File: config.mk
export PLATFORM = sky130hd
export DESIGN_NAME = serial_adder_4bits
export DESIGN_NICKNAME = d
export VERILOG_FILES = /design/src/rtl/serial_adder_4bits_pkg.sv /design/src/rtl/serial_adder_4bits_full_adder.sv /design/src/rtl/serial_adder_4bits.sv
export SDC_FILE = /design/constraint.sdc
export NUM_CORES = 1
export LEC_CHECK = 0
export ABC_CLOCK_PERIOD_IN_PS = 1200
export CAP_MARGIN = 10
export CORE_ASPECT_RATIO = 1.1
export CORE_MARGIN = 2
export CORE_UTILIZATION = 35
export CTS_CLUSTER_DIAMETER = 150
export DETAILED_ROUTE_END_ITERATION = 12
export GPL_ROUTABILITY_DRIVEN = 0
export HOLD_SLACK_MARGIN = 0.12
export PLACE_DENSITY_LB_ADDON = 0.3
export SYNTH_ARGS = -nofsm -noshare
export SYNTH_HDL_FRONTEND = slang
export SYNTH_SLANG_ARGS = --single-unit
File: constraint.sdc
create_clock -name clk -period 1.2 [get_ports clk]
set_input_delay 0.18 -clock clk [delete_from_list [all_inputs] [get_ports clk]]
set_output_delay 0.18 -clock clk [all_outputs]
set_load 0.03 [all_outputs]
File: src/rtl/serial_adder_4bits_pkg.sv
// ---------------------------------------------------------------------------
// serial_adder_pkg
//
// Purpose:
//    Shared definitions for the bit-serial adder lab block. This package holds
//    the controller state type and the default operand width, so the top and
//    any future variants agree on both.
//
// Contents:
//    DEFAULT_WIDTH  default operand width (4)
//    state_t        controller states {IDLE, RUN}
//    countWidth()   helper that sizes the bit-index counter for a given width
// ---------------------------------------------------------------------------
package serial_adder_pkg;

   // Default operand width. The block is characterised at this width only.
   localparam int DEFAULT_WIDTH = 4;

   // IDLE waits for a start request. RUN walks the operand bits LSB first.
   typedef enum logic [0:0] {
      IDLE = 1'b0,
      RUN  = 1'b1
   } state_t;

   // The counter needs enough bits to hold WIDTH-1. It always keeps at least
   // one bit, so a degenerate WIDTH of 1 still gives a legal vector.
   function automatic int countWidth(input int width);
      if (width > 1) begin
         return $clog2(width);
      end
      return 1;
   endfunction

endpackage : serial_adder_pkg

File: src/rtl/serial_adder_4bits_full_adder.sv
// ---------------------------------------------------------------------------
// full_adder
//
// Purpose:
//    Single-bit combinational full adder. The serial adder instantiates it
//    exactly once and reuses it for every bit position over successive
//    clocks.
//
// Ports:
//    a   input   1  operand bit A
//    b   input   1  operand bit B
//    ci  input   1  carry in
//    s   output  1  sum bit, a ^ b ^ ci
//    co  output  1  carry out, majority(a, b, ci)
// ---------------------------------------------------------------------------
module full_adder (
   input  logic a,
   input  logic b,
   input  logic ci,
   output logic s,
   output logic co
);

   // The sum is the parity of the three inputs. The carry is set whenever at
   // least two of the three inputs are set.
   always_comb begin
      s  = a ^ b ^ ci;
      co = (a & b) | (a & ci) | (b & ci);
   end

endmodule : full_adder

File: src/rtl/serial_adder_4bits.sv
// ---------------------------------------------------------------------------
// serial_adder_4bits
//
// Purpose:
//    Bit-serial adder computing {cout, c} = a + b + cin. It processes one bit
//    per clock, LSB first, through a single full-adder stage and a carry flop.
//    The operands are captured when start is accepted in IDLE. After WIDTH
//    RUN cycles the result is written to c/cout, and done pulses for one
//    cycle. c/cout then hold until the next completion or reset.
//
// Ports:
//    clk    input   1      rising-edge clock
//    rst    input   1      synchronous active-high reset, overrides all
//    start  input   1      request, only looked at while idle
//    a      input   WIDTH  addend A, captured on accept
//    b      input   WIDTH  addend B, captured on accept
//    cin    input   1      carry in, captured on accept
//    busy   output  1      high while a sum is in progress
//    done   output  1      one-cycle strobe, c/cout are new and valid
//    c      output  WIDTH  sum bits
//    cout   output  1      carry out
// ---------------------------------------------------------------------------
module serial_adder_4bits
   import serial_adder_pkg::*;
#(
   parameter int WIDTH = DEFAULT_WIDTH
) (
   input  logic             clk,
   input  logic             rst,
   input  logic             start,
   input  logic [WIDTH-1:0] a,
   input  logic [WIDTH-1:0] b,
   input  logic             cin,
   output logic             busy,
   output logic             done,
   output logic [WIDTH-1:0] c,
   output logic             cout
);

   localparam int CW = countWidth(WIDTH);
   localparam logic [CW-1:0] LAST_BIT = CW'(WIDTH - 1);

   state_t r_state;
   state_t w_stateNext;

   logic [WIDTH-1:0] r_aShift;
   logic [WIDTH-1:0] r_bShift;
   logic [WIDTH-1:0] r_sumShift;
   logic             r_carry;
   logic [CW-1:0]    r_count;

   logic             r_busy;
   logic             r_done;
   logic [WIDTH-1:0] r_c;
   logic             r_cout;

   logic             w_load;
   logic             w_step;
   logic             w_finish;
   logic             w_sumBit;
   logic             w_carryOut;
   logic [WIDTH-1:0] w_sumNext;

   // The single per-bit stage. It always looks at the current LSBs of the two
   // operand shift registers and at the carry left by the previous bit.
   full_adder uStage (
      .a  (r_aShift[0]),
      .b  (r_bShift[0]),
      .ci (r_carry),
      .s  (w_sumBit),
      .co (w_carryOut)
   );

   // The new sum bit enters at the MSB. After WIDTH steps the first bit
   // computed (bit 0) has reached position 0, so the word is in order.
   assign w_sumNext = {w_sumBit, r_sumShift[WIDTH-1:1]};

   // Controller state register. Reset returns to IDLE from anywhere, which
   // also silently aborts a sum in flight.
   always_ff @(posedge clk) begin
      if (rst) begin
         r_state <= IDLE;
      end else begin
         r_state <= w_stateNext;
      end
   end

   // Next-state logic. A start in IDLE begins a sum. RUN stays put until the
   // last bit index has been processed. A start seen during RUN is dropped
   // here, because only the IDLE branch looks at it.
   always_comb begin
      w_stateNext = r_state;
      unique case (r_state)
         IDLE: begin
            if (start) begin
               w_stateNext = RUN;
            end
         end
         RUN: begin
            if (r_count == LAST_BIT) begin
               w_stateNext = IDLE;
            end
         end
         default: begin
            w_stateNext = IDLE;
         end
      endcase
   end

   // Control strobes decoded from the state. load captures the operands,
   // step advances one bit, and finish marks the step that completes the
   // word. The step that finishes also clears busy and raises done.
   always_comb begin
      w_load   = 1'b0;
      w_step   = 1'b0;
      w_finish = 1'b0;
      unique case (r_state)
         IDLE: begin
            w_load = start;
         end
         RUN: begin
            w_step   = 1'b1;
            w_finish = (r_count == LAST_BIT);
         end
         default: begin
            w_load = 1'b0;
         end
      endcase
   end

   // Datapath: operand and sum shift registers, the carry flop and the bit
   // counter. Loading clears the partial sum so stale bits from an earlier
   // word can never leak into the result.
   always_ff @(posedge clk) begin
      if (rst) begin
         r_aShift   <= '0;
         r_bShift   <= '0;
         r_sumShift <= '0;
         r_carry    <= 1'b0;
         r_count    <= '0;
      end else if (w_load) begin
         r_aShift   <= a;
         r_bShift   <= b;
         r_sumShift <= '0;
         r_carry    <= cin;
         r_count    <= '0;
      end else if (w_step) begin
         r_aShift   <= {1'b0, r_aShift[WIDTH-1:1]};
         r_bShift   <= {1'b0, r_bShift[WIDTH-1:1]};
         r_sumShift <= w_sumNext;
         r_carry    <= w_carryOut;
         r_count    <= w_finish ? '0 : r_count + CW'(1);
      end
   end

   // Output registers. c/cout are written only on the finishing step. They
   // therefore stay frozen for the whole RUN and hold their value afterwards.
   // done simply mirrors the finishing step one clock later. busy rises on
   // accept and falls on the finishing step, so it never overlaps done.
   always_ff @(posedge clk) begin
      if (rst) begin
         r_busy <= 1'b0;
         r_done <= 1'b0;
         r_c    <= '0;
         r_cout <= 1'b0;
      end else begin
         r_done <= w_finish;
         if (w_load) begin
            r_busy <= 1'b1;
         end else if (w_finish) begin
            r_busy <= 1'b0;
         end
         if (w_finish) begin
            r_c    <= w_sumNext;
            r_cout <= w_carryOut;
         end
      end
   end

   assign busy = r_busy;
   assign done = r_done;
   assign c    = r_c;
   assign cout = r_cout;

endmodule : serial_adder_4bits

# --- Yosys cells after proc, flatten, opt, wreduce, memory -nomap -nowiden ---
# Cells that the tools add are included.
classes:
  addsub: 1
  eq_ne: 1
  mux: 15
  n_bitwise: 8
  reduce_logical: 3
op_table:
  columns: ["operator", "n"]
  rows:
  - ["$mux W4", 4]
  - ["$mux W1", 9]
  - ["$reduce_bool A2 Y1", 2]
  - ["$and A1 B1 Y1", 3]
  - ["$add A2 B1 Y2 const B", 1]
  - ["$eq A2 B2 Y1 const B", 1]
  - ["$mux W2", 1]
  - ["$or A1 B1 Y1", 2]
  - ["$pmux W1 S2", 1]
  - ["$reduce_or A2 Y1", 1]
  - ["$xor A1 B1 Y1", 2]
  - ["$not A1 Y1", 1]
word_totals:
  register_bits: 23
  wordCells: 38

# --- Logic depth before layout (Yosys ltp) ---
logic_depth:
  word_depth: 5
  ltp_mapped: 4
  ltp_nobuf: 3

# --- By module ---
# From an unflattened synthesis, not the netlist that was laid out.
hier_totals:
  cells_unflattened: 95
  hier_area_um2: 954.7
by_module_without_submodules:
  columns: ["mod", "instances", "cells_each", "area_per_inst_um2", "seq_area_each_um2"]
  rows:
  - ["serial_adder_4bits", 1, 94, 934.6, 440.4]
  - ["full_adder", 1, 1, 20.0, 0.0]

# --- Worst setup path before layout ---
# Ideal clock, no wire load.
synth_timing:
  path_kind: "register to register"
  start: "register r_count[0]"
  end: "register r_c[0], in the netlist c[0]"
  setup_ns: 0.132
  t_arrival_ns: 1.004
  setup_slack_ns: 0.063
  path_stages_with_launch: 5
  period_less_slack_ns: 1.137
  cell_sequence: "dfxtp_1 ha_1 clkbuf_1 a21bo_2 a21oi_1"
synth_between:
  elab_chain_len: 2
synth_lines:
  columns: ["element", "line_no", "text"]
  rows:
  - ["start: declaration", "serial_adder_4bits.sv:50", "logic [CW-1:0] r_count;"]
  - ["start signal: assignment", "serial_adder_4bits.sv:152", "r_count <= w_finish ? '0 : r_count + CW'(1);"]
  - ["$eq A2 B2 Y1", "serial_adder_4bits.sv:123", "w_finish = (r_count == LAST_BIT);"]
  - ["$mux W1", "serial_adder_4bits.sv:117", "unique case (r_state)"]
  - ["end signal: assignment", "serial_adder_4bits.sv:174", "r_c <= w_sumNext;"]
  - ["end: declaration", "serial_adder_4bits.sv:54", "logic [WIDTH-1:0] r_c;"]
# No other way between the ends.
# A chain may end at the register's enable or synchronous reset.

# --- Final worst setup path ---
layout_timing:
  start: "register r_carry"
  end: "register r_c[3], in the netlist c[3]"
layout_between:
  elab_chain_len: 1
layout_lines:
  columns: ["element", "line_no", "text"]
  rows:
  - ["start: declaration", "serial_adder_4bits.sv:49", "logic r_carry;"]
  - ["start signal: assignment", "serial_adder_4bits.sv:145", "r_carry <= cin;"]
  - ["start signal: assignment", "serial_adder_4bits.sv:151", "r_carry <= w_carryOut;"]
  - ["$xor A1 B1 Y1", "serial_adder_4bits_full_adder.sv:27", "s = a ^ b ^ ci;"]
  - ["named net uStage.s", "serial_adder_4bits_full_adder.sv:20", "output logic s,"]
# The timed path passes the listed nets, and every way through them passes these cells.

==> metrics.txt <==
critical-path cell list=fa_1 > nand3_1 > a21oi_1; clock-pin slew on the worst setup and hold paths=0.12 ns; CTS Sinks=22; Post-Synthesis Net Count=109; Hold WC Path Type=register to register; CTS Buf Count=3; fmax=0.8736 GHz; first-pass GRT wire length=2918 um; Worst EP arrival=1.39 ns; total track usage=12.08%; cell at the slowest stage of the critical path=fa_1; hold_buf cts=0; setup TNS=0 ns; RSZ-0062 raised after global routing=false; reg2reg start=r_carry$_SDFFE_PP0P_; CTS tree=built; antenna violations before repair=0; synthesized flop and latch total=22; Hold Crit Start=r_sumShift[1]$_SDFFE_PP0P_; Finish-stage setup viols=0; Synth top area share=46.13%; crit path time final=1.145 ns; required time worst endpoint=1.44 ns; vias in the first global route=659; synthesized cell area=954.7 sq um; Sw Ratio=23.83%; Cell Count, Final, Fillers Out=146; final net count=130; Avg Vias per Cell=5.034; Worst Path Max Fanout=2; gr ovfl total=0; CP startpoint kind=register; Starting Density=37.53%; post-DP HPWL=1197 um; # placed instances=142; r2r worst-path depth=3; Row Count=19; Leakage Power=0.0004811 uW; DRC viols=0; core area=2544 sq um; Synth cell types=20; Skew-Pair Late Insertion Delay=0.30 ns; DR iter-0 viols=13; Logic pwr share=14.5%; WL per Instance=11.55 um; Final Cycle Share=95.39%; Int Power=1064 uW; share of post-route cells with drive strength above 1=20.00%; syn_area_per_cell=10.05 sq um; dpl ws=-0.1442 ns; clk buf depth=2; Die W=53.80 um; final WL=1686 um; Area Overhead vs Synth=28.05%; top_reg_cell synth=dfxtp_1; Root Driver=clkbuf_4; num ports=19; die area=3162 sq um; r2r endpoint=c[3]$_SDFFE_PP0P_; P_sw=333.1 uW; Clock power frac=28.8%; Critical Path Max Stage Delay=0.55 ns; n_diodes=0; H-tree depth=1; pwr dens=1143 nW/um^2; max-slew violations=0; worst vdd rail ir drop=0.7336 mV; Seq/Total Area, Yosys=46.13%; largest net degree at the start of global routing=27; Crit. End Element=register; Port-buffer cells=18; post-route ant nets=0; Fin. Hold Viols=0; R2R setup slack=0.06 ns; outcome=finished clean; worst slew pin tran=0.2160 ns; 1st-pass router iterations=4; clock skew=0.004012 ns; Worst Hold Depth=2; EDFF count, synth=0; Vias=735; worst-case hold path end point=c[0]$_SDFFE_PP0P_; height of the die=58.78 um; setup ws final=0.05528 ns; Synth area leader=dfxtp_1; Sequential Power Share=56.8%; Max Cap Viol=0; yosys warns=0; fin util=48.06%; Mapped Cells=95; synth top area cells=dfxtp_1 46%, mux2i_1 9.4%, a211oi_1 6.3%; Slew HR=85.58%; CP Class=register to register; ys async rst share=0%
## power groups by stage
stage	Clock [uW]	Sequential, uW	Combinational, uW
finish	402	793	203
floorplan	0	809	121
CTS	414	793	205
global route	456	799	222
detailed placement	0	809	204
global placement	0	807	201
## per-stage QoR
step	instance area (sq um)	total power, uW	hold WS (ns)
2_1_floorplan	954.7	929.8	0.2528
3_3_place_gp	1202	1008	0.4627
3_5_place_dp	1202	1013	0.4632
4_1_cts	1241	1412	0.4791
5_1_grt	1222	1477	0.4952
6_report	1222	1397	0.4760
## critical path, delay by kind of cell (launching register included)
kind | cells | cell delay [ns]
simple gates | 1 | 0.08
fa+ha+maj | 1 | 0.55
flops | 1 | 0.35
compound gates | 1 | 0.11
## repair_timing
item,CTS,global route
setup endpoints to repair,6,5
setup buffers,0,0
gates resized for setup,14,5
## how the worst max path moves through the flow
stage                                        from                          to  slack (ns)  cells after the start
final                        r_carry$_SDFFE_PP0P_           c[3]$_SDFFE_PP0P_        0.06                      3
after global routing         r_carry$_SDFFE_PP0P_           c[3]$_SDFFE_PP0P_       0.004                      3
after CTS                       c[2]$_SDFFE_PP0P_                        c[2]       0.001                      1
after detailed placement                    start     r_count[1]$_SDFFE_PP0P_       -0.14                      4
after global placement                      start  r_sumShift[3]$_SDFFE_PP0P_       -0.10                      4
after floorplan           r_count[0]$_SDFFE_PP0P_           c[0]$_SDFFE_PP0P_        0.06                      4
## cell usage after synthesis, drive strengths merged (2+ instances only)
| cell | count |
|---|---|
| nor2b | 7 |
| a21oi | 11 |
| or3b | 6 |
| nand2 | 5 |
| nor3 | 2 |
| buf | 5 |
| clkbuf | 3 |
| a21bo | 5 |
| dfxtp | 22 |
| a211oi | 8 |
| nor2 | 2 |
| nand3 | 5 |
| mux2i | 9 |
## cell type report
type                            count  area (sq um)
Fill cell                         235          1321
Clock buffer                        4         36.28
Inverter                            1         3.754
Multi-Input combinational cell     64         459.2
Sequential cell                    22         441.7
Tap cell                           31         38.79
Timing Repair Buffer               24         242.7
## flip-flops by register name, summed over array words and instances (netlist names), 2 cells and up
name / count
r_count: 2
r_aShift: 4
r_bShift: 4
c: 4
r_sumShift: 3
## layer usage
layer	up-vias	global-route usage, %	routed length, um
met5	-	0	0
met4	0	2.198	0
met3	0	2.284	90
met2	17	18.29	772
met1	340	17.89	823
li1	378	-	-
## cells in the final DEF, fill, tap and decap left out
| master | count |
|---|---|
| nand3_1 | 5 |
| ha_1 | 1 |
| dfxtp_2 | 1 |
| nor3_1 | 2 |
| a21oi_1 | 11 |
| clkbuf_2 | 4 |
| clkbuf_8 | 1 |
| mux2i_1 | 9 |
| nand2b_1 | 1 |
| clkdlybuf4s15_2 | 2 |
| a211oi_1 | 8 |
| inv_1 | 1 |
| nor2_1 | 2 |
| buf_12 | 3 |
| buf_4 | 4 |
| nand2_1 | 5 |
| or3b_1 | 6 |
| o21bai_1 | 1 |
| a21bo_2 | 5 |
| clkbuf_4 | 3 |
| clkdlybuf4s50_1 | 11 |
| fa_1 | 1 |
| nor2b_1 | 7 |
| dfxtp_1 | 21 |
## logic make-up after synthesis
family / share of synthesized area (%)
compound gates: 18.09
fa+ha+maj: 3.407
buf+inv: 5.766
flops: 46.13
mux: 9.437
simple gates: 17.17
Power figures use the tool's default switching activity.
